File: config.mk
export PLATFORM = sky130hd
export DESIGN_NAME = spi_target_shifter
export DESIGN_NICKNAME = d
export VERILOG_FILES = /design/src/rtl/spi_target_pkg.sv /design/src/rtl/spi_in_sync.sv /design/src/rtl/spi_target_shifter.sv
export SDC_FILE = /design/constraint.sdc
export NUM_CORES = 1
export LEC_CHECK = 0
export ABC_AREA = 1
export CAP_MARGIN = 20
export CORE_ASPECT_RATIO = 1.2
export CORE_MARGIN = 1.5
export CORE_UTILIZATION = 53
export CTS_CLUSTER_SIZE = 16
export DETAILED_ROUTE_END_ITERATION = 16
export GPL_ROUTABILITY_DRIVEN = 0
export PLACE_DENSITY = 0.78
export SLEW_MARGIN = 10
export SYNTH_ARGS = -nofsm -noshare
export SYNTH_HDL_FRONTEND = slang
export SYNTH_HIERARCHICAL = 1
export SYNTH_SLANG_ARGS = --single-unit
File: constraint.sdc
create_clock -name clk -period 1.75 [get_ports clk]
set_input_delay 0.2625 -clock clk [delete_from_list [all_inputs] [get_ports clk]]
set_output_delay 0.2625 -clock clk [all_outputs]
set_load 0.1 [all_outputs]
File: src/rtl/spi_target_pkg.sv
// -----------------------------------------------------------------------------
// spi_target_pkg
// Shared types and helpers for the SPI target serial engine.
//   state_t   : engine FSM states
//   CPOL_* / CPHA_* : readable names for the SPI mode parameters
//   edge_sel  : picks the sample or shift event from the synchronized SCK
//               rise/fall pulses for a given CPOL/CPHA
// -----------------------------------------------------------------------------
package spi_target_pkg;

    typedef enum logic [1:0] {
        IDLE  = 2'd0,
        LOAD  = 2'd1,
        SHIFT = 2'd2,
        WORD  = 2'd3
    } state_t;

    localparam logic CPOL_IDLE_LOW     = 1'b0;
    localparam logic CPOL_IDLE_HIGH    = 1'b1;
    localparam logic CPHA_SAMPLE_LEAD  = 1'b0;
    localparam logic CPHA_SAMPLE_TRAIL = 1'b1;

    // Leading edge is the one leaving the idle level. With CPHA=0 the target
    // samples on the leading edge and shifts on the trailing one; CPHA=1 swaps
    // them. want_sample selects which of the two events is returned.
    function automatic logic edge_sel(input logic cpol,
                                      input logic cpha,
                                      input logic want_sample,
                                      input logic rise,
                                      input logic fall);
        logic lead;
        logic trail;
        lead  = cpol ? fall : rise;
        trail = cpol ? rise : fall;
        return (want_sample ^ cpha) ? lead : trail;
    endfunction

endpackage

File: src/rtl/spi_in_sync.sv
// -----------------------------------------------------------------------------
// spi_in_sync
// Two-flop synchronizer for one asynchronous pad input plus an extra register
// used for edge detection.
//   clk, rst : system clock, synchronous active-high reset
//   din      : asynchronous input
//   level    : synchronized level
//   rise     : 1-cycle pulse on a synchronized 0->1 transition
//   fall     : 1-cycle pulse on a synchronized 1->0 transition
// RESET_VAL is the idle level of the pin so that reset never creates an edge.
// -----------------------------------------------------------------------------
module spi_in_sync #(
    parameter logic RESET_VAL = 1'b0
) (
    input  logic clk,
    input  logic rst,
    input  logic din,
    output logic level,
    output logic rise,
    output logic fall
);

    logic meta_reg;
    logic sync_reg;
    logic prev_reg;

    always_ff @(posedge clk) begin
        if (rst) begin
            meta_reg <= RESET_VAL;
            sync_reg <= RESET_VAL;
            prev_reg <= RESET_VAL;
        end else begin
            meta_reg <= din;
            sync_reg <= meta_reg;
            prev_reg <= sync_reg;
        end
    end

    assign level = sync_reg;
    assign rise  = sync_reg & ~prev_reg;
    assign fall  = ~sync_reg & prev_reg;

endmodule

File: src/rtl/spi_target_shifter.sv
// -----------------------------------------------------------------------------
// spi_target_shifter
// SPI target serial engine: shifts MOSI into an RX word and MISO out of a TX
// word, with valid/ready parallel interfaces toward the register layer.
// SCK/CSn/MOSI are oversampled by clk; SCK phases must be >= 4 clk each.
// Ports:
//   clk, rst           system clock, synchronous active-high reset
//   spi_sck_i          SCK from controller (async)
//   spi_csn_i          chip select, active low (async)
//   spi_mosi_i         serial data in (async)
//   spi_miso_o         serial data out (0 when not selected)
//   spi_miso_oe_o      MISO output enable (= busy_o)
//   tx_data_i/valid_i  next word to transmit; tx_ready_o = holding empty
//   rx_data_o/valid_o  last received word; rx_ready_i pops it
//   busy_o             synchronized chip select
//   underrun_o         pulse: word started with TX holding empty
//   overrun_o          pulse: word completed while rx_valid_o still set
// -----------------------------------------------------------------------------
module spi_target_shifter
    import spi_target_pkg::*;
#(
    parameter int               WIDTH         = 8,
    parameter bit               CPOL          = 1'b0,
    parameter bit               CPHA          = 1'b0,
    parameter bit               LSB_FIRST     = 1'b0,
    parameter logic [WIDTH-1:0] UNDERRUN_FILL = '1
) (
    input  logic             clk,
    input  logic             rst,
    input  logic             spi_sck_i,
    input  logic             spi_csn_i,
    input  logic             spi_mosi_i,
    output logic             spi_miso_o,
    output logic             spi_miso_oe_o,
    input  logic [WIDTH-1:0] tx_data_i,
    input  logic             tx_valid_i,
    output logic             tx_ready_o,
    output logic [WIDTH-1:0] rx_data_o,
    output logic             rx_valid_o,
    input  logic             rx_ready_i,
    output logic             busy_o,
    output logic             underrun_o,
    output logic             overrun_o
);

    localparam int CNT_W = $clog2(WIDTH + 1);

    // Pad index 0 = SCK, 1 = CSn, 2 = MOSI; reset levels are the idle levels.
    localparam logic [2:0] SYNC_IDLE = {1'b0, 1'b1, logic'(CPOL)};

    logic [2:0] pad_in;
    logic [2:0] sync_level;
    logic [2:0] sync_rise;
    logic [2:0] sync_fall;

    assign pad_in = {spi_mosi_i, spi_csn_i, spi_sck_i};

    for (genvar gi = 0; gi < 3; gi++) begin : g_sync
        spi_in_sync #(
            .RESET_VAL (SYNC_IDLE[gi])
        ) u_sync (
            .clk   (clk),
            .rst   (rst),
            .din   (pad_in[gi]),
            .level (sync_level[gi]),
            .rise  (sync_rise[gi]),
            .fall  (sync_fall[gi])
        );
    end

    logic busy;
    logic csn_rise;
    logic mosi_level;
    logic sample_ev;
    logic shift_ev;

    assign busy       = ~sync_level[1];
    assign csn_rise   = sync_rise[1];
    assign mosi_level = sync_level[2];
    assign sample_ev  = edge_sel(CPOL, CPHA, 1'b1, sync_rise[0], sync_fall[0]);
    assign shift_ev   = edge_sel(CPOL, CPHA, 1'b0, sync_rise[0], sync_fall[0]);

    state_t             state_reg;
    state_t             state_next;
    logic [CNT_W-1:0]   bitcnt_reg;
    logic [WIDTH-1:0]   hold_reg;
    logic               hold_full_reg;
    logic [WIDTH-1:0]   tx_shreg_reg;
    logic [WIDTH-1:0]   rx_shreg_reg;
    logic [WIDTH-1:0]   rx_data_reg;
    logic               rx_valid_reg;
    logic               underrun_reg;
    logic               overrun_reg;
    logic               first_shift_reg;

    // Next-state logic; a CSn rise aborts from any state.
    always_comb begin
        state_next = state_reg;
        case (state_reg)
            IDLE:    if (busy) state_next = LOAD;
            LOAD:    state_next = SHIFT;
            SHIFT:   if (sample_ev && (bitcnt_reg == CNT_W'(WIDTH - 1))) state_next = WORD;
            WORD:    state_next = busy ? LOAD : IDLE;
            default: state_next = IDLE;
        endcase
        if (csn_rise) begin
            state_next = IDLE;
        end
    end

    always_ff @(posedge clk) begin
        if (rst) begin
            state_reg       <= IDLE;
            bitcnt_reg      <= '0;
            hold_reg        <= '0;
            hold_full_reg   <= 1'b0;
            tx_shreg_reg    <= '0;
            rx_shreg_reg    <= '0;
            rx_data_reg     <= '0;
            rx_valid_reg    <= 1'b0;
            underrun_reg    <= 1'b0;
            overrun_reg     <= 1'b0;
            first_shift_reg <= 1'b0;
        end else begin
            state_reg    <= state_next;
            underrun_reg <= 1'b0;
            overrun_reg  <= 1'b0;

            // Holding register accepts only while empty, so it never collides
            // with the LOAD transfer below (which only fires when full).
            if (tx_valid_i && !hold_full_reg) begin
                hold_reg      <= tx_data_i;
                hold_full_reg <= 1'b1;
            end

            if (rx_ready_i) begin
                rx_valid_reg <= 1'b0;
            end

            if (csn_rise) begin
                bitcnt_reg <= '0;
            end else begin
                case (state_reg)
                    LOAD: begin
                        if (hold_full_reg) begin
                            tx_shreg_reg  <= hold_reg;
                            hold_full_reg <= 1'b0;
                        end else begin
                            tx_shreg_reg <= UNDERRUN_FILL;
                            underrun_reg <= 1'b1;
                        end
                        bitcnt_reg      <= '0;
                        first_shift_reg <= 1'b1;
                    end
                    SHIFT: begin
                        if (sample_ev) begin
                            rx_shreg_reg <= LSB_FIRST ? {mosi_level, rx_shreg_reg[WIDTH-1:1]}
                                                      : {rx_shreg_reg[WIDTH-2:0], mosi_level};
                            bitcnt_reg   <= bitcnt_reg + 1'b1;
                        end
                        if (shift_ev) begin
                            if (CPHA == CPHA_SAMPLE_LEAD) begin
                                // A trail edge with bitcnt==0 belongs to the
                                // last bit of the previous word; ignore it.
                                if (bitcnt_reg != '0) begin
                                    tx_shreg_reg <= LSB_FIRST ? {1'b0, tx_shreg_reg[WIDTH-1:1]}
                                                              : {tx_shreg_reg[WIDTH-2:0], 1'b0};
                                end
                            end else begin
                                // First leading edge only re-presents bit 0.
                                if (first_shift_reg) begin
                                    first_shift_reg <= 1'b0;
                                end else begin
                                    tx_shreg_reg <= LSB_FIRST ? {1'b0, tx_shreg_reg[WIDTH-1:1]}
                                                              : {tx_shreg_reg[WIDTH-2:0], 1'b0};
                                end
                            end
                        end
                    end
                    WORD: begin
                        // A simultaneous pop frees the output, so the new word wins.
                        if (rx_valid_reg && !rx_ready_i) begin
                            overrun_reg <= 1'b1;
                        end else begin
                            rx_data_reg  <= rx_shreg_reg;
                            rx_valid_reg <= 1'b1;
                        end
                    end
                    default: ;
                endcase
            end
        end
    end

    logic tx_bit;
    assign tx_bit = LSB_FIRST ? tx_shreg_reg[0] : tx_shreg_reg[WIDTH-1];

    assign spi_miso_o    = busy & tx_bit;
    assign spi_miso_oe_o = busy;
    assign busy_o        = busy;
    assign tx_ready_o    = ~hold_full_reg;
    assign rx_data_o     = rx_data_reg;
    assign rx_valid_o    = rx_valid_reg;
    assign underrun_o    = underrun_reg;
    assign overrun_o     = overrun_reg;

    // SCK level and MOSI edges are not needed; first_shift is idle in CPHA=0.
    logic unused_sync;
    assign unused_sync = ^{sync_level[0], sync_rise[2], sync_fall[2], first_shift_reg};

endmodule
**Yosys cells after proc, flatten, opt, wreduce, memory -nomap -nowiden**

Cells that the tools add are included.

- Word-level logic and storage cells: 77
- Bits in registers: 50
- Bits of input ports: 15
- Output and inout port bits: 15

- Add/subtract/negate cells: 1
- Muxes and demuxes: 20
- Bitwise operators: 13
- Equal/unequal tests: 9
- Reductions and logical operators: 16

Operator list:

| kind | count |
|---|---|
| $mux W8 | 3 |
| $pmux W8 S2 | 1 |
| $mux W1 | 11 |
| $not A1 Y1 | 9 |
| $ne A2 B2 Y1 const B | 4 |
| $pmux W2 S4 | 1 |
| $pmux W4 S2 | 1 |
| $reduce_and A3 Y1 | 2 |
| $reduce_or A3 Y1 | 2 |
| $add A4 B1 Y4 const B | 1 |
| $and A1 B1 Y1 | 4 |
| $eq A2 B2 Y1 const B | 2 |
| $eq A4 B3 Y1 const B | 1 |
| $mux W2 | 2 |
| $mux W4 | 1 |
| $reduce_and A2 Y1 | 2 |
| $reduce_and A4 Y1 | 1 |
| $reduce_bool A4 Y1 | 1 |
| $logic_and A1 B1 Y1 | 3 |
| $eq A2 B1 Y1 const B | 1 |
| $logic_not A1 Y1 | 2 |
| $logic_not A2 Y1 | 1 |
| $ne A2 B1 Y1 const B | 1 |
| $reduce_bool A2 Y1 | 1 |
| $reduce_or A2 Y1 | 1 |

**Longest topological paths before layout**

- Word-level depth: 6
- Depth in mapped cells: 10
- Mapped depth without buffers: 9

**Cells and area by module**

Netlist, hierarchy kept.

Modules (own cells, without submodules):

| module | instances | area each (um2) | cells an instance | seq. area each (um2) |
|---|---|---|---|---|
| spi_target_shifter | 1 | 1825.5 | 254 | 840.8 |
| spi_in_sync at g_sync[0].u_sync ... | 2 | 93.8 | 12 | 60.1 |
| spi_in_sync at g_sync[1].u_sync | 1 | 97.6 | 13 | 60.1 |

**Least setup slack after synthesis**

No wires, ideal clock.

- Path type: reg-to-output
- Start: reg g_sync[1].u_sync.sync_reg
- End: out spi_miso_o
- Setup slack: -0.104 ns
- Required time: 1.487 ns
- Arrival time: 1.592 ns
- Buffers on the path: 0
- Stages on the path, launching flop included: 2
- Cells stage by stage: dfxtp_1 > nor2_1

- Longest elaborated chain between the ends: 2

Ends and longest elaborated chain:

| element | RTL line | source |
|---|---|---|
| start: declaration | spi_in_sync.sv:24 | `logic sync_reg;` |
| start signal: assignment | spi_in_sync.sv:34 | `sync_reg <= meta_reg;` |
| $not A1 Y1 | n/a |  |
| $and A1 B1 Y1 | spi_target_shifter.sv:198 | `assign spi_miso_o = busy & tx_bit;` |
| end: declaration | spi_target_shifter.sv:33 | `output logic spi_miso_o,` |

No other way between the ends.

**Worst setup path after layout**

- Start: reg state_reg[0]
- End: reg rx_shreg_reg[3]

- Longest elaborated chain between the ends: 2

Ends and longest elaborated chain:

| element | RTL line | source |
|---|---|---|
| start: declaration | spi_target_shifter.sv:83 | `state_t state_reg;` |
| start signal: assignment | spi_target_shifter.sv:125 | `state_reg <= state_next;` |
| $eq A2 B2 Y1 | spi_target_shifter.sv:143 | `case (state_reg)` |
| $reduce_and A3 Y1 (no source line) | n/a |  |
| end signal: assignment | spi_target_shifter.sv:157 | `rx_shreg_reg <= LSB_FIRST ? {mosi_level, rx_shreg_reg[WIDTH-1:1]}` |
| end: declaration | spi_target_shifter.sv:89 | `logic [WIDTH-1:0] rx_shreg_reg;` |

No other way between the ends.
A chain may end at the register's enable or synchronous reset.

==> flow_metrics.py <==
metrics = {
    "status": {
        "status": "finished, final reports clean",
    },
    "route": {
        "detailroute.via_count": 1778,
        "vias_per_cell": 4.83,
        "dr.first_iter.drc_count": 86,
        "detail-route-antenna-nets": 0,
        "detailedRoute.firstPassIterationCount": 4,
        "routed_wire_length_per_instance_um": 10.7,
        "detail_route.wirelength_um": 3940,
        "residual_drc": 0,
    },
    "sta": {
        "max_slew_margin_pct": 81.2,
        "timing.final.max_slew_violations": 0,
        "hold_viol_final": 0,
        "finalWorstSetupSlack_ns": 0.172,
        "period_needed_ns": 1.58,
        "fin_tns_setup_ns": 0,
        "achievable-frequency_mhz": 634,
        "rsz_0062_raised_after_global_routing": "false",
        "timing.final.setup_violations": 0,
        "finalClockSkew_ns": 0.00415,
        "tightest_slew_ns": 0.282,
        "final_min_period_over_clock_period_pct": 90.2,
    },
    "worst_setup_path": {
        "setup.worst_path.end_class": "flop",
        "cp_slowest_stage_delay_ns": 0.34,
        "timing.critical_path.required_ns": 1.95,
        "cp.arrival_ns": 1.77,
        "crit_path_slowest_cell": "sky130_fd_sc_hd__dfxtp_1",
        "timing.critical_path.fanout_max": 9,
        "setup.worst_path.start_class": "flop",
        "r2r_slack_ns": 0.17,
        "timing.critical_path.cells": "inv_1 -> ha_1 -> nand2_2 -> nor2_4 -> inv_1 -> nor2_1 -> nor2_1",
        "crit_type": "flop to flop",
    },
    "clocking": {
        "post_cts_hold_buffer_count": 0,
        "clkLatencyLatePin_ns": 0.30,
        "cts_num_sinks": 50,
        "cts_buffer_depth": 2,
        "tritoncts": "done",
        "cts_root_buffer": "sky130_fd_sc_hd__clkbuf_8",
        "cts-htree-levels": 2,
        "cts_buffers": 5,
        "cts.clk_slew.worst_paths_ns": 0.08,
    },
    "grt": {
        "grt.met3_usage_pct": 4.33,
        "grt.overflow.total": 0,
        "grt_use_met2_pct": 34.9,
        "global_route.peak_usage_layer": "met2",
        "gr-usage-all-layers_pct": 20.8,
        "maximum_number_of_pins_on_one_net_before_global_route_repair": 33,
        "grt_antenna_before_repair": 0,
        "first_pass_grt_wire_length_um": 6850,
        "grt_pass1_vias": 1672,
        "grt_use_met1_pct": 24.7,
    },
    "pwr": {
        "power-per-cell-area_nw_per_um2": 1130,
        "leakage_power_nw": 1.19,
        "worst_ir_drop_vdd_uv": 618,
    },
    "logic_synthesis": {
        "synth.net_count": 305,
        "synthesis.instances": 283,
        "synth-warning-count": 6,
        "mappedNetlistArea_um2": 2060,
        "postSynthAreaPerCell_um2": 7.29,
    },
    "worst_hold_path": {
        "hold_path.class": "flop to flop",
    },
    "die": {
        "dieWidth_um": 60.0,
        "core_area_um2": 3690,
        "fp.dieH_um": 71.4,
        "num_rows": 24,
        "io_pins": 30,
        "initial_utilization_pct": 55.9,
        "die_area_um2": 4280,
    },
    "placed_design": {
        "portBuffers": 29,
        "place_worst_setup_slack_ns": 0.126,
        "placedCellCount": 361,
        "detailedPlacementHpwl_um": 2940,
    },
    "layout": {
        "instances_no_fill": 368,
        "finalNetCount": 338,
        "drive_gt1_share_pct": 10.8,
        "n_fill_cell": 322,
        "area.growth.synth_to_final_pct": 26.9,
        "antenna_cells": 0,
        "final_core_util_pct": 70.9,
    },
    "run": {
        "maxCapViolations": 0,
    },
}
## through the flow
stage	hold slack, ns	total power [W]	area, µm²
2_1_floorplan	0.332	0.00212	2070
4_1_cts	0.413	0.00299	2620
5_1_grt	0.425	0.00315	2620
3_3_place_gp	0.391	0.00233	2540
6_report	0.411	0.00297	2620
3_5_place_dp	0.401	0.00236	2540
## repair_timing
action | CTS | global route
setup buffers | 0 | 0
gates resized for setup | 0 | 1
setup endpoints to repair | 0 | 8
## area by class of cell
class	instances	area (µm²)	area share (%)
Clock inverter	1	7.51	0.287
Timing Repair Buffer	33	445	17.0
Multi-Input combinational cell	188	886	33.8
Inverter	38	143	5.44
Tap cell	52	65.1	2.48
Clock buffer	6	72.6	2.77
Sequential cell	50	1000	38.2
## routing by layer
layer | share of wire (%) | up-vias
met4 | 2.2 | 0
met2 | 49 | 28
li1 | - | 938
met1 | 46 | 802
met5 | 0 | -
met3 | 2.9 | 10
## critical path: cells and delay by family, from the launching register on
family | cells | cell delay, ns
DFF | 1 | 0.34
adders and majority gates | 1 | 0.30
and+or+nand+nor | 4 | 0.52
buffers and inverters | 2 | 0.30
## cell usage in the layout, fill, tap and decap left out, types with 4 or more instances in the layout
cell type,instances
sky130_fd_sc_hd__nor2_1,75
sky130_fd_sc_hd__dfxtp_1,50
sky130_fd_sc_hd__nand2_1,40
sky130_fd_sc_hd__o21ai_0,40
sky130_fd_sc_hd__inv_1,36
sky130_fd_sc_hd__clkdlybuf4s50_1,14
sky130_fd_sc_hd__buf_12,13
sky130_fd_sc_hd__a21oi_1,9
sky130_fd_sc_hd__ha_1,7
sky130_fd_sc_hd__buf_4,6
sky130_fd_sc_hd__clkbuf_8,5
sky130_fd_sc_hd__nor3_1,4
sky130_fd_sc_hd__nand3_1,4
## where the power goes
part | internal (W) | total, W | switching (W)
Clock | 0.000275 | 0.000633 | 0.000358
Combinational | 0.000336 | 0.000969 | 0.000633
Sequential | 0.00129 | 0.00137 | 0.0000752
## final timing paths
check | from | end | cells past startpoint
worst max-delay path | state_reg[0] | rx_shreg_reg[3] | 7
worst min-delay path | g_sync[2].u_sync/meta_reg | g_sync[2].u_sync/level | 2
worst max register to register | state_reg[0] | rx_shreg_reg[3] | 7
worst min register to register | g_sync[2].u_sync/meta_reg | g_sync[2].u_sync/level | 2
Note: power is estimated with default switching activity, not from simulation.
